$ cat src/rtl/ksa_multiword_sequencer.sv
// ksa_multiword_sequencer: runs an external 16-bit KSA chunk by chunk over a WORDS*16-bit add.
// Optional KSA_SEQ_SUB_EN adds a Sub port so the block can also compute A - B.
module ksa_multiword_sequencer #(
    parameter int WORDS = 4
) (
    input  logic                  clk,
    input  logic                  rst,
`ifdef KSA_SEQ_SUB_EN
    input  logic                  Sub,
`endif
    input  logic                  in_valid,
    output logic                  in_ready,
    input  logic [16*WORDS-1:0]   A,
    input  logic [16*WORDS-1:0]   B,
    input  logic                  Cin,
    output logic                  out_valid,
    input  logic                  out_ready,
    output logic [16*WORDS-1:0]   Sum,
    output logic                  Cout,
    output logic                  Ovf,
    output logic [15:0]           ksa_a,
    output logic [15:0]           ksa_b,
    output logic                  ksa_cin,
    input  logic [15:0]           ksa_sum,
    input  logic                  ksa_cout
);
    localparam int W  = 16 * WORDS;
    localparam int IW = $clog2(WORDS);

    typedef enum logic [1:0] {IDLE, RUN, DONE} state_t;

    state_t          r_state, w_next;
    logic [W-1:0]    r_a, r_b;
    logic [IW-1:0]   r_idx;
    logic            r_carry;
    logic            w_last, w_run, w_sub;

`ifdef KSA_SEQ_SUB_EN
    assign w_sub = Sub;
`else
    assign w_sub = 1'b0;
`endif

    always_ff @(posedge clk) begin
        if (rst) r_state <= IDLE;
        else     r_state <= w_next;
    end

    always_comb begin
        w_last    = r_idx == IW'(WORDS - 1);
        w_run     = r_state == RUN;
        w_next    = r_state == IDLE ? (in_valid ? RUN : IDLE) :
                    r_state == RUN  ? (w_last ? DONE : RUN) :
                                      (out_ready ? IDLE : DONE);
        in_ready  = r_state == IDLE;
        out_valid = r_state == DONE;
        ksa_a     = w_run ? r_a[16*r_idx +: 16] : 16'h0;
        ksa_b     = w_run ? r_b[16*r_idx +: 16] : 16'h0;
        ksa_cin   = w_run ? r_carry : 1'b0;
    end

    // Subtraction folds into the add as A + ~B + 1, so the run loop never needs to know.
    always_ff @(posedge clk) begin
        if (rst) begin
            r_a     <= '0;
            r_b     <= '0;
            r_idx   <= '0;
            r_carry <= 1'b0;
            Sum     <= '0;
            Cout    <= 1'b0;
            Ovf     <= 1'b0;
        end else if (r_state == IDLE && in_valid) begin
            r_a     <= A;
            r_b     <= w_sub ? ~B : B;
            r_carry <= w_sub ? 1'b1 : Cin;
            r_idx   <= '0;
        end else if (w_run) begin
            Sum[16*r_idx +: 16] <= ksa_sum;
            r_carry             <= ksa_cout;
            r_idx               <= r_idx + 1'b1;
            if (w_last) begin
                Cout <= ksa_cout;
                Ovf  <= (r_a[W-1] == r_b[W-1]) && (ksa_sum[15] != r_a[W-1]);
            end
        end
    end
endmodule

$ cat config.mk
export PLATFORM = sky130hd
export DESIGN_NAME = ksa_multiword_sequencer
export DESIGN_NICKNAME = d
export VERILOG_FILES = /design/src/rtl/ksa_multiword_sequencer.sv
export SDC_FILE = /design/constraint.sdc
export NUM_CORES = 1
export LEC_CHECK = 0
export CAP_MARGIN = 15
export CORE_MARGIN = 5
export CORE_UTILIZATION = 40
export CTS_CLUSTER_SIZE = 25
export DETAILED_ROUTE_END_ITERATION = 7
export PLACE_DENSITY_LB_ADDON = 0.15
export SLEW_MARGIN = 20
export SYNTH_ARGS = -nofsm -noshare
export SYNTH_HDL_FRONTEND = slang
export SYNTH_SLANG_ARGS = --single-unit
$ cat constraint.sdc
create_clock -name clk -period 6.8 [get_ports clk]
set_input_delay 1.02 -clock clk [delete_from_list [all_inputs] [get_ports clk]]
set_output_delay 1.02 -clock clk [all_outputs]
set_load 0.005 [all_outputs]
==> results.json <==
{
  "drtIter0Drc": 299,
  "synth_area_leaders": "dfxtp_1, nand2_1, a21oi_1",
  "ioPinCount": 251,
  "hold_viol": 0,
  "place_congestion": 0.747,
  "design_area_um2": 11300,
  "clk_latency_ns": 0.43,
  "via_count": 7072,
  "antenna_found_initial": 0,
  "syn_avg_cell_area_um2": 8.87,
  "synth-seq-cells": 199,
  "placedInstanceArea_um2": 10700,
  "fmax_mhz": 270,
  "cp-start-kind": "register",
  "yosys_warnings": 0,
  "synth_top_area_cell": "dfxtp_1",
  "clockRootBuffer": "clkbuf_16",
  "power_leakage_nw": 3.93,
  "clk_pin_slew_ns": 0.07,
  "n_antenna_cell": 0,
  "min_path_type": "register to register",
  "fin_nets": 1286,
  "fp.dieW_um": 154,
  "crit_buf_inv": 1,
  "cp.arrival_ns": 2.69,
  "max_slew_margin": 0.304,
  "wl_per_cell_um": 16.7,
  "async_reset_ff_frac": 0,
  "num_rows": 52,
  "clock_path_buffers": 2,
  "skew_ns": 0.00856,
  "rsz0062_at_grt": "false",
  "synth_top_area_frac": 0.481,
  "ant_nets": 0,
  "critPathKind": "register to output pin",
  "drv_slew": 0,
  "worstPathCellList": "nor2b_4, and2_1, clkdlybuf4s50_1",
  "track_usage": 0.191,
  "post-cts-setup-buffers": 0,
  "worst_pin_slew_ns": 1.04,
  "dieArea_um2": 23700,
  "ys.flop_type": "dfxtp_1",
  "remaining_drc_errors": 0,
  "wl_um": 23600,
  "netlist_area_um2": 8280,
  "synth_edf_count": 0,
  "grt_max_degree": 96,
  "cts_tree": "built",
  "area_growth_pct": 36.8,
  "grt_pass1_wl_um": 36700,
  "nFillCells": 1905,
  "timing.setup.tns_ns": 0,
  "place_hpwl_um": 15900,
  "initial_utilization": 0.408,
  "cts_resized": 0,
  "ys_seq_area_frac": 0.481,
  "die_h_um": 154,
  "final_cell_mix": "nand2_1, clkdlybuf4s50_1, dfxtp_1",
  "syn_nets": 1089,
  "fin_crit_sh": 0.545,
  "via_per_inst": 5.00,
  "cts_hold_buf": 0,
  "max-vdd-ir-drop_uv": 167,
  "cts_sinks": 199,
  "coreArea_um2": 20300,
  "grt_pass1_vias": 6757,
  "worstPathRequired_ns": 5.78,
  "io_buffers": 250,
  "slowest_delay_ns": 0.84,
  "maxCapViolCount": 0,
  "netlist_instances": 933,
  "critPathCaptureType": "output pin",
  "period_needed_ns": 3.71,
  "grt-ovfl-total": 0,
  "htree_levels": 4,
  "p_per_area_nw_per_um2": 226,
  "outcome": "finished, final reports clean",
  "layout_commonest_cell": "nand2_1",
  "setup_violations": 0,
  "critPathSlowestCell": "nor2b_4",
  "drt_pass1_iterations": 4,
  "ys_types": 34,
  "layout-drive-gt1-share": 0.0857,
  "critical-path-top-delay-family": "simple AND/OR/NAND/NOR gates",
  "cts_made_buffers": 17,
  "cp_max_fo": 39
}
## synthesized netlist by cell type (2+ instances only)
library cell	n
nand3_1	37
mux2i_1	2
mux4_1	2
a32o_1	16
clkbuf_1	42
buf_2	16
a21oi_2	10
ha_1	6
nand3b_1	4
mux4_2	30
a211oi_1	2
nor2b_1	3
dfxtp_1	199
buf_6	14
and2_1	33
nand2b_1	3
nand3_2	10
nand2_1	305
nor3_1	3
buf_4	6
and3b_1	4
inv_1	3
nor2_1	3
a21oi_1	170
## kinds of logic after synthesis
family                   after synthesis  share of synthesized area
AO/OA/AOI/OAI                        198                      0.135
XOR/XNOR                               1                    0.00106
adder cells (fa/ha/maj)                6                    0.00907
buffers and inverters                 81                     0.0546
flip-flops                           199                      0.481
multiplexers                          34                     0.0904
AND/OR/NAND/NOR                      414                      0.229
## state kept, by name, indices dropped and copies added (netlist names)
| name | cells |
|---|---|
| r_idx | 2 |
| Cout | 1 |
| r_b | 64 |
| Ovf | 1 |
| r_state | 2 |
| r_a | 64 |
| r_carry | 1 |
| Sum | 64 |
## final cells by class
cell class                 count  area, µm²  share of cell area
multi-input combinational    653       3860               0.341
tap                          270        338              0.0298
clock buffer                  21        470              0.0416
clock inverter                11        106             0.00940
sequential                   199       3990               0.352
inverter                       3       11.3            0.000995
timing repair buffer         256       2550               0.225
## metal layers
layer | part of all wire | global-route usage | up-vias
met2 | 0.48 | 0.317 | 201
met5 | 0 | 0 | -
met4 | 0.015 | 0.0534 | 0
met1 | 0.44 | 0.247 | 3288
li1 | - | - | 3563
met3 | 0.066 | 0.0509 | 20
## worst min-delay path, delay by kind of cell, from the launching register on
kind / cells / cell delay, ns
flip-flops: 1 / 0.31
AND/OR/NAND/NOR: 1 / 0.05
AO/OA/AOI/OAI: 1 / 0.05
## where the power goes
group          internal [mW]  switching (mW)
clock network          0.515           0.469
logic                  0.172           0.141
registers               1.22          0.0410
total                   1.91           0.652
## per-stage QoR
stage | util | power [mW] | worst slack, ns | hold WS [ns] | std cells
2_1_floorplan | - | 1.45 | 4.28 | 0.432 | 933
3_3_place_gp | 0.529 | 1.60 | 3.51 | 0.438 | 1381
3_5_place_dp | 0.529 | 1.61 | 3.49 | 0.443 | 1381
4_1_cts | 0.558 | 2.59 | 3.02 | 0.453 | 1413
5_1_grt | 0.558 | 2.67 | 2.88 | 0.470 | 1413
6_report | 0.558 | 2.56 | 3.09 | 0.453 | 1413
## worst paths after layout
check	from	to	slack, ns	depth (start not counted)
max reg2reg	r_idx[1]	Sum[13]	3.94	4
min reg2reg	Sum[18]	Sum[18]	0.45	2
max	r_state[0]	ksa_a[10]	3.09	3
min	Sum[18]	Sum[18]	0.45	2
Power figures use the tool's default switching activity.
